--- src/rtl/alu_seq.sv ---
// Sequential ALU for the accumulator datapath: single-cycle logic/arith ops plus
// WIDTH-iteration signed multiply and divide over a shared shift datapath.
module alu_seq #(
  parameter int WIDTH = 16,
  parameter int OP_W  = 4,
  parameter int CNT_W = $clog2(WIDTH+1)
) (
  input  logic             clk,
  input  logic             rst_n,
  input  logic             start,
  input  logic [OP_W-1:0]  opcode,
  input  logic [WIDTH-1:0] acc2alu,
  input  logic [WIDTH-1:0] br2alu,
  output logic             busy,
  output logic             done,
  output logic [WIDTH-1:0] alu2acc,
  output logic [WIDTH-1:0] mr_data,
  output logic [4:0]       alu_flags
);
  localparam logic [OP_W-1:0] OP_CLR = OP_W'(1),  OP_ADD = OP_W'(2),  OP_SUB = OP_W'(3);
  localparam logic [OP_W-1:0] OP_MPY = OP_W'(4),  OP_AND = OP_W'(5),  OP_OR  = OP_W'(6);
  localparam logic [OP_W-1:0] OP_NOT = OP_W'(7),  OP_SHL = OP_W'(8),  OP_SHR = OP_W'(9);
  localparam logic [OP_W-1:0] OP_SAR = OP_W'(10), OP_DIV = OP_W'(11);
  localparam logic [WIDTH-1:0] MIN_V = {1'b1, {(WIDTH-1){1'b0}}};

  typedef enum logic [1:0] {IDLE, MUL, DIV} state_t;
  state_t state;

  logic [CNT_W-1:0] cnt;
  logic [WIDTH:0]   rem_q;          // upper partial product / partial remainder
  logic [WIDTH-1:0] qr;             // multiplier / dividend bits, shifted each iteration
  logic [WIDTH-1:0] mag;            // multiplicand / divisor magnitude
  logic             neg_res, neg_rem, ovf;

  logic [WIDTH-1:0] a, b, a_mag, b_mag, add_r, sub_r, s_lo;
  logic             s_v, s_wr, last;

  assign a     = acc2alu;
  assign b     = br2alu;
  assign a_mag = a[WIDTH-1] ? -a : a;
  assign b_mag = b[WIDTH-1] ? -b : b;
  assign add_r = a + b;
  assign sub_r = a - b;
  assign busy  = (state != IDLE);
  assign last  = (cnt == CNT_W'(WIDTH-1));

  always_comb begin
    s_lo = '0;
    s_v  = 1'b0;
    s_wr = 1'b1;
    case (opcode)
      OP_CLR: ;
      OP_ADD: begin
        s_lo = add_r;
        s_v  = (a[WIDTH-1] == b[WIDTH-1]) && (add_r[WIDTH-1] != a[WIDTH-1]);
      end
      OP_SUB: begin
        s_lo = sub_r;
        s_v  = (a[WIDTH-1] != b[WIDTH-1]) && (sub_r[WIDTH-1] != a[WIDTH-1]);
      end
      OP_AND: s_lo = a & b;
      OP_OR:  s_lo = a | b;
      OP_NOT: s_lo = ~a;
      OP_SHL: begin
        s_lo = {a[WIDTH-2:0], 1'b0};
        s_v  = a[WIDTH-1] ^ a[WIDTH-2];
      end
      OP_SHR: s_lo = {1'b0, a[WIDTH-1:1]};
      OP_SAR: s_lo = {a[WIDTH-1], a[WIDTH-1:1]};
      default: s_wr = 1'b0;
    endcase
  end

  // Unsigned iteration on magnitudes; sign is applied once on the final edge.
  logic [WIDTH:0]     mul_sum, mul_r, sh_r, trial, div_r;
  logic [WIDTH-1:0]   mul_q, div_q, quo_s, rem_s;
  logic [2*WIDTH-1:0] prod, prod_s;
  logic               ge;

  always_comb begin
    mul_sum = qr[0] ? rem_q + {1'b0, mag} : rem_q;
    mul_r   = {1'b0, mul_sum[WIDTH:1]};
    mul_q   = {mul_sum[0], qr[WIDTH-1:1]};
    sh_r    = {rem_q[WIDTH-1:0], qr[WIDTH-1]};
    trial   = sh_r - {1'b0, mag};
    ge      = (sh_r >= {1'b0, mag});
    div_r   = ge ? trial : sh_r;
    div_q   = {qr[WIDTH-2:0], ge};
    prod    = {mul_r[WIDTH-1:0], mul_q};
    prod_s  = neg_res ? -prod : prod;
    quo_s   = neg_res ? -div_q : div_q;
    rem_s   = neg_rem ? -div_r[WIDTH-1:0] : div_r[WIDTH-1:0];
  end

  always_ff @(posedge clk or negedge rst_n) begin
    if (!rst_n) begin
      state     <= IDLE;
      cnt       <= '0;
      rem_q     <= '0;
      qr        <= '0;
      mag       <= '0;
      neg_res   <= 1'b0;
      neg_rem   <= 1'b0;
      ovf       <= 1'b0;
      alu2acc   <= '0;
      mr_data   <= '0;
      alu_flags <= 5'b00010;
      done      <= 1'b0;
    end else begin
      done <= 1'b0;
      case (state)
        IDLE: if (start) begin
          cnt     <= '0;
          rem_q   <= '0;
          neg_res <= a[WIDTH-1] ^ b[WIDTH-1];
          neg_rem <= a[WIDTH-1];
          if (opcode == OP_MPY) begin
            state <= MUL;
            mag   <= a_mag;
            qr    <= b_mag;
            ovf   <= 1'b0;
          end else if (opcode == OP_DIV && b != '0) begin
            state <= DIV;
            mag   <= b_mag;
            qr    <= a_mag;
            ovf   <= (a == MIN_V) && (b == '1);
          end else begin
            done <= 1'b1;
            if (opcode == OP_DIV) begin
              alu2acc   <= '1;
              mr_data   <= a;
              alu_flags <= 5'b11101;
            end else if (s_wr) begin
              alu2acc   <= s_lo;
              mr_data   <= '0;
              alu_flags <= {2'b00, s_v, s_lo == '0, s_lo[WIDTH-1]};
            end
          end
        end
        MUL: begin
          cnt   <= cnt + CNT_W'(1);
          rem_q <= mul_r;
          qr    <= mul_q;
          if (last) begin
            state                <= IDLE;
            done                 <= 1'b1;
            {mr_data, alu2acc}   <= prod_s;
            alu_flags            <= {2'b01, 1'b0, prod_s == '0, prod_s[2*WIDTH-1]};
          end
        end
        DIV: begin
          cnt   <= cnt + CNT_W'(1);
          rem_q <= div_r;
          qr    <= div_q;
          if (last) begin
            state     <= IDLE;
            done      <= 1'b1;
            alu2acc   <= quo_s;
            mr_data   <= rem_s;
            alu_flags <= {2'b01, ovf, quo_s == '0, quo_s[WIDTH-1]};
          end
        end
        default: state <= IDLE;
      endcase
    end
  end
endmodule

--- config.mk ---
export PLATFORM = sky130hd
export DESIGN_NAME = alu_seq
export DESIGN_NICKNAME = d
export VERILOG_FILES = /design/src/rtl/alu_seq.sv
export SDC_FILE = /design/constraint.sdc
export NUM_CORES = 1
export LEC_CHECK = 0
export BUFFER_PORTS_ARGS = -buffer_cell sky130_fd_sc_hd__buf_2
export CORE_MARGIN = 2
export CORE_UTILIZATION = 40
export CTS_BUF_LIST = sky130_fd_sc_hd__clkbuf_8
export DETAILED_ROUTE_END_ITERATION = 7
export HOLD_SLACK_MARGIN = 0.02
export REMOVE_ABC_BUFFERS = 1
export SETUP_SLACK_MARGIN = 0.4
export SYNTH_ARGS = -nofsm -noshare
export SYNTH_HDL_FRONTEND = slang
export SYNTH_SLANG_ARGS = --single-unit
--- constraint.sdc ---
create_clock -name clk -period 5.26 [get_ports clk]
set_clock_uncertainty 0.1 [all_clocks]
set_input_delay 0.526 -clock clk [delete_from_list [all_inputs] [get_ports clk]]
set_output_delay 0.526 -clock clk [all_outputs]
set_load 0.03 [all_outputs]
==> impl_metrics.tcl, run 1 <==
set metrics [dict create \
    status "finished clean" \
    grt_first_pass_wirelength_mm 72.6 \
    layout-drive-gt1-share 0.100 \
    grt_max_degree 62 \
    worst_setup_path_end_kind "flop" \
    wl_per_cell_um 22.0 \
    rr_endpoint "alu2acc[12]" \
    dpl.cell_count 2099 \
    final-hold-violation-count 0 \
    reg2reg_depth 14 \
    synth_compound_area_frac 0.311 \
    synthXorXnorAreaFrac 0.0735 \
    vdd_drop_max_uv 238 \
    rsz0062_at_grt "no" \
    top_usage_layer "met2" \
    postCtsSetupBuffers 0 \
    synthFlopType "dfrtp_1" \
    cts.clk_slew.worst_paths_ps 110 \
    grt_pass1_vias 12692 \
    cp.arrival_ps 4720 \
    postSynthAreaPerCell_um2 7.40 \
    place_area_um2 13300 \
    tightestPinTransition_ps 1090 \
    p_total_mw 8.99 \
    place_congestion 0.963 \
    fillCellCount 3297 \
    utilization 0.430 \
    synth_top_family_by_area "compound AO/OA/AOI/OAI gates" \
    drt_first_pass_iters 8 \
    seq_area_frac_synth 0.190 \
    cts_made_buffers 9 \
    ys_warn_count 0 \
    cts_tree "built" \
    start_kind "flop" \
    grt_usage 0.277 \
    numClockSinks 97 \
    maxSlewHeadroom 0.269 \
    synth-edff-count 0 \
    drc 0 \
    clkLatencyLatePin_ps 420 \
    setup_viol 0 \
    finalWirelength_mm 46.5 \
    vias_per_cell 6.39 \
    use_met2 0.456 \
    period_share 0.857 \
    period_minus_slack_ps 4510 \
    yosys.area_share.adder 0.0975 \
    chipHeight_um 183 \
    leakage_nw 5.64 \
    finalMaxSlewViolations 0 \
    cts-root-buf "clkbuf_8" \
    area_delta_synth_final_pct 6.06 \
    grt_antenna_before_repair 0 \
    start_util 0.405 \
    syn-cell-area_um2 12800 \
    rows 65 \
    num_vias 13523 \
    coreArea_um2 31500 \
    reg2reg_from "rem_q[1]" \
    worstSetupPathType "reg -> reg" \
    ys_types 96 \
    worstPathRequired_ps 5470 \
    cts_htree_levels 3 \
    async_flop_share 1.00 \
    n_antenna_cell 0 \
    hold_buffers 0 \
    hpwl_mm 35.6 \
    fin_nets 1844 \
    globalRouteOverflowTotal 0 \
    max_freq_ghz 0.222 \
    dr.first_iter.drc_count 1274 \
    synth_simple_gate_area_frac 0.223 \
    powerDensity_nw_per_um2 665 \
    reg2reg_setup_slack_ps 750 \
    worst_slack_ps 752 \
    die_x_um 183 \
    stdcell_area_um2 13500 \
    cts_buffer_depth 2 \
    synth.area.mux_share 0.0366 \
    drv_cap 0 \
    grt.met3_usage 0.0273 \
    hold_ws_ps 86.3 \
    ant_nets 0 \
    ctsResizeCount 0 \
    design.die.area_um2 33300 \
    port_buffers 77 \
    syn_inst 1723 \
    instances_no_fill 2115 \
    hold_class "in -> async" \
    path_max_fanout 19 \
    dpl_worst_slack_ps 713 \
    ys_ff_latch 97 \
    met1_usage 0.376 \
    fin_setup_tns_ps 0 \
    io_pins 78 \
]
[how the worst max path moves through the flow]
stage               slack, ps           end  startpoint  depth (start not counted)
global route              470  alu_flags[1]    rem_q[1]                         17
finish                    750   alu2acc[12]    rem_q[1]                         14
global placement          690  alu_flags[1]   br2alu[0]                         14
floorplan               -2640  alu_flags[4]   opcode[2]                          6
CTS                       780  alu_flags[1]    rem_q[1]                         17
detailed placement        710  alu_flags[1]   br2alu[0]                         14
[cell usage after synthesis, drive strengths merged (27+ instances only)]
library cell    n  share of area
a21oi         138          0.054
clkbuf        102          0.030
dfrtp          96           0.19
ha             93          0.091
inv            89          0.026
mux2i          32          0.025
nand2         180          0.053
nand3          39          0.015
nor2          136          0.040
nor3           45          0.020
o21ai         159          0.063
o31ai          27          0.016
xnor2          77          0.053
xor2           30          0.021
[routing by layer]
metal  routed length, um  vias up
met5                   0        -
met4                1520        0
met3                3260       79
met2               21400      585
met1               20300     6537
li1                    -     6322
[cells in the final DEF (no fill, tap or decap), types with 17 or more instances in the layout]
cell,n
ha_1,93
o31ai_1,26
nor2_1,136
buf_4,25
o21a_1,17
a21oi_1,138
o21ai_0,145
a22oi_1,17
xnor2_1,77
nor2b_1,17
nor3_1,41
nand2b_1,21
mux2i_1,32
a221o_1,21
nand4_1,21
inv_1,88
dfrtp_1,95
a21o_1,19
a211oi_1,22
a221oi_1,17
nand3_1,39
xor2_1,30
nand2_1,180
buf_2,76
[flip-flops by register name, indices dropped and copies added (netlist names), 2 cells and up]
name,count
mag,16
qr,16
state,2
rem_q,17
mr_data,16
cnt,5
alu_flags,5
alu2acc,16
[cell type report]
type / instances / area (um2) / share of cell area
Sequential cell: 97 / 2430 / 0.180
Multi-Input combinational cell: 1409 / 9510 / 0.703
Timing Repair Buffer: 101 / 568 / 0.0420
Tap cell: 402 / 503 / 0.0372
Clock buffer: 10 / 138 / 0.0102
Inverter: 90 / 340 / 0.0252
Clock inverter: 6 / 43.8 / 0.00324
[power by group]
part | internal [mW] | total, mW | switching [mW]
Clock | 0.186 | 0.491 | 0.305
Sequential | 1.07 | 1.59 | 0.521
Combinational | 2.49 | 6.91 | 4.42
Total | 3.75 | 8.99 | 5.25
[critical path: stages, from the launching register on]
cell	delay (ps)
dfrtp_1	510
ha_1	450
o21ai_1	170
a21oi_1	80
o31ai_1	390
a211oi_1	160
or2_1	280
inv_4	210
ha_1	330
inv_1	110
o21ai_0	220
xnor2_1	110
a221oi_1	750
a211oi_1	280
a21o_1	250
[cells by family (layout without fill, tap and decap cells)]
logic type	after synthesis	in the layout
compound gates	591	591
simple gates	569	569
buf+inv	217	207
xor+xnor	107	107
fa+ha+maj	97	97
flops	97	97
mux	45	45
Note: power is estimated with default switching activity, not from simulation.
==> inputs of run 2 (changes only) <==
--- a/config.mk
+++ b/config.mk
@@ -5,6 +5,7 @@
 export SDC_FILE = /design/constraint.sdc
 export NUM_CORES = 1
 export LEC_CHECK = 0
+export ABC_AREA = 1
 export BUFFER_PORTS_ARGS = -buffer_cell sky130_fd_sc_hd__buf_2
 export CORE_MARGIN = 2
 export CORE_UTILIZATION = 40
==> run 2 against run 1 <==
Compared with the run above:
- global-route usage is 3.8 points higher
- die area shrank 3.8%
- hold slack better by 5.0 ps
- combinational power increased by 15%
- flip-flop and latch count unchanged
- power rose by 12%
- largest power group unchanged
- critical endpoint is now alu_flags[1]
- cell count rose by 15%
- synthesized cell count up 16%
- area after synthesis shrank 3.9%
- via count is 5.1% higher
==> impl_metrics.tcl, run 2 <==
set metrics [dict create \
    status "finished clean" \
    layout-drive-gt1-share 0.0847 \
    hpwl_mm 39.9 \
    ys_ff_latch 97 \
    vdd_drop_max_uv 312 \
    instances_no_fill 2438 \
    port_buffers 77 \
    grt_pass1_vias 13205 \
    worst_setup_path_end_kind "flop" \
    cts_tree "built" \
    finalMaxSlewViolations 0 \
    num_vias 14214 \
    rsz0062_at_grt "no" \
    place_congestion 0.996 \
    leakage_nw 6.69 \
    n_antenna_cell 0 \
    cts-root-buf "clkbuf_8" \
    synth_top_area_share 0.196 \
    worstSetupPathType "reg -> reg" \
    syn_inst 2003 \
    cp_common_cell "nand2_1" \
    regMostFlops "rem_q" \
    cp-endpoint "alu_flags[1]" \
    synth.most_common_cell "nand2_1" \
    reg2reg_from "rem_q[1]" \
    stdcell_area_um2 13200 \
    synth-edff-count 0 \
    worstSetupPathDepth 26 \
    finalWirelength_mm 50.0 \
    drv_cap 0 \
    io_pins 78 \
    reg2reg_setup_slack_ps 1040 \
    grt_usage 0.315 \
    largest_reg_flops 17 \
    grt_antenna_before_repair 1 \
    numClockSinks 97 \
    final_common_cell "nand2_1" \
    period_share 0.803 \
    start_util 0.404 \
    cts_buffer_depth 2 \
    grt_first_pass_wirelength_mm 76.7 \
    period_minus_slack_ps 4220 \
    fin_setup_tns_ps 0 \
    crit_buf_inv 1 \
    ant_nets 0 \
    ctsResizeCount 0 \
    coreArea_um2 30300 \
    dpl.cell_count 2423 \
    fin_nets 2174 \
    syn-cell-area_um2 12300 \
    dr.first_iter.drc_count 1515 \
    cts.clk_slew.worst_paths_ps 100 \
    chipHeight_um 179 \
    synth_common_cells "nand2_1, inv_1, nor2_1, nand3_1, o21ai_0" \
    globalRouteOverflowTotal 0 \
    rows 64 \
    postCtsSetupBuffers 0 \
    hold_class "in -> async" \
    async_flop_share 1.00 \
    worstSetupStartpoint "rem_q[1]" \
    rr_endpoint "alu_flags[1]" \
    path_max_fanout 30 \
    fillCellCount 3303 \
    drt_first_pass_iters 8 \
    utilization 0.436 \
    design.die.area_um2 32100 \
    cp.arrival_ps 4470 \
    cts_made_buffers 9 \
    start_kind "flop" \
    grt_max_degree 55 \
    ys_top_cells_by_area "dfrtp_1, nand2_1, ha_1, inv_1, nand3_1" \
    setup_viol 0 \
    area_delta_synth_final_pct 7.81 \
    cp_slowest_stage_delay_ps 480 \
    critical-path-top-delay-family "simple AND/OR/NAND/NOR gates" \
    clkLatencyLatePin_ps 420 \
    postSynthAreaPerCell_um2 6.12 \
    wl_per_cell_um 20.5 \
    cts_htree_levels 3 \
    yosysTopAreaCell "dfrtp_1" \
    ys_types 54 \
    cp_slowest_cell "dfrtp_1" \
    worstPathRequired_ps 5510 \
    drc 0 \
    ys_warn_count 0 \
    seq_area_frac_synth 0.198 \
    hold_buffers 0 \
    synthFlopType "dfrtp_1" \
    reg2reg_depth 26 \
    powerDensity_nw_per_um2 759 \
    layout_common_cells "nand2_1, inv_1, nor2_1, nand3_1, o21ai_0" \
    max_freq_ghz 0.237 \
    place_area_um2 13000 \
    tightestPinTransition_ps 1100 \
    die_x_um 179 \
    final-hold-violation-count 0 \
    vias_per_cell 5.83 \
    maxSlewHeadroom 0.267 \
]
## run 2: changes by cell type in the layout (fill, tap and decap cells not counted), moves of 18 or more
cell,before,now
nand2b_1,21,0
xor2_1,30,53
a21oi_1,138,120
nand2_1,180,521
nor2_1,136,189
o31ai_1,26,5
xnor2_1,77,6
a221o_1,21,0
o22ai_1,7,66
mux2i_1,32,0
nand3_1,39,175
inv_1,88,235
## run 2: worst min-delay path by stage
stage,from,endpoint,slack [ps],cells past startpoint
final,rst_n,rem_q[3],90,1
after detailed placement,alu_flags[4],alu_flags[4],360,2
after global routing,rst_n,rem_q[3],150,1
after CTS,rst_n,rem_q[3],110,1
after global placement,alu_flags[4],alu_flags[4],360,2
after floorplan,rst_n,alu2acc[0],130,0
## run 2: metrics by stage
step	power, mW	hold slack, ps	worst slack [ps]
floorplan	6.75	130	628
global placement	9.20	363	1200
detailed placement	9.23	362	1170
CTS	9.88	109	1130
global route	10.9	154	724
finish	10.0	91.3	1040
## run 2: where the power goes
part	total, mW	internal [mW]	switching [mW]
clock	0.631	0.316	0.315
combinational	7.93	2.34	5.59
sequential	1.47	1.10	0.367
## run 2: worst reg2reg max path: cells and delay by family, from the launching register on
kind	cells	cell delay (ps)
xor+xnor	1	180
flops	1	480
buf+inv	1	200
simple gates	22	2510
fa+ha+maj	2	690
## run 2: cell type report
cell class | instances | area (um2) | area share
clock inverters | 6 | 115 | 0.00871
multi-input cells | 1588 | 8590 | 0.650
repair buffers | 98 | 546 | 0.0413
inverters | 244 | 918 | 0.0695
flip-flops and latches | 97 | 2430 | 0.184
well taps | 396 | 495 | 0.0375
clock buffers | 9 | 124 | 0.00937
## run 2: routing by layer
layer | vias to the layer above | global-route usage | share of wire
li1 | 6758 | - | -
met1 | 6711 | 0.410 | 0.43
met2 | 602 | 0.503 | 0.45
met3 | 141 | 0.0471 | 0.070
met4 | 2 | 0.169 | 0.053
met5 | - | 0 | 0.00036
## run 2: cell families after synthesis
logic type / after synthesis / synth area share
AOI/OAI and AO/OA: 439 / 0.211
xor gates and xnor gates: 59 / 0.0421
adders and majority gates: 97 / 0.101
buffers and inverters: 318 / 0.102
DFF: 97 / 0.198
and+or+nand+nor: 993 / 0.346
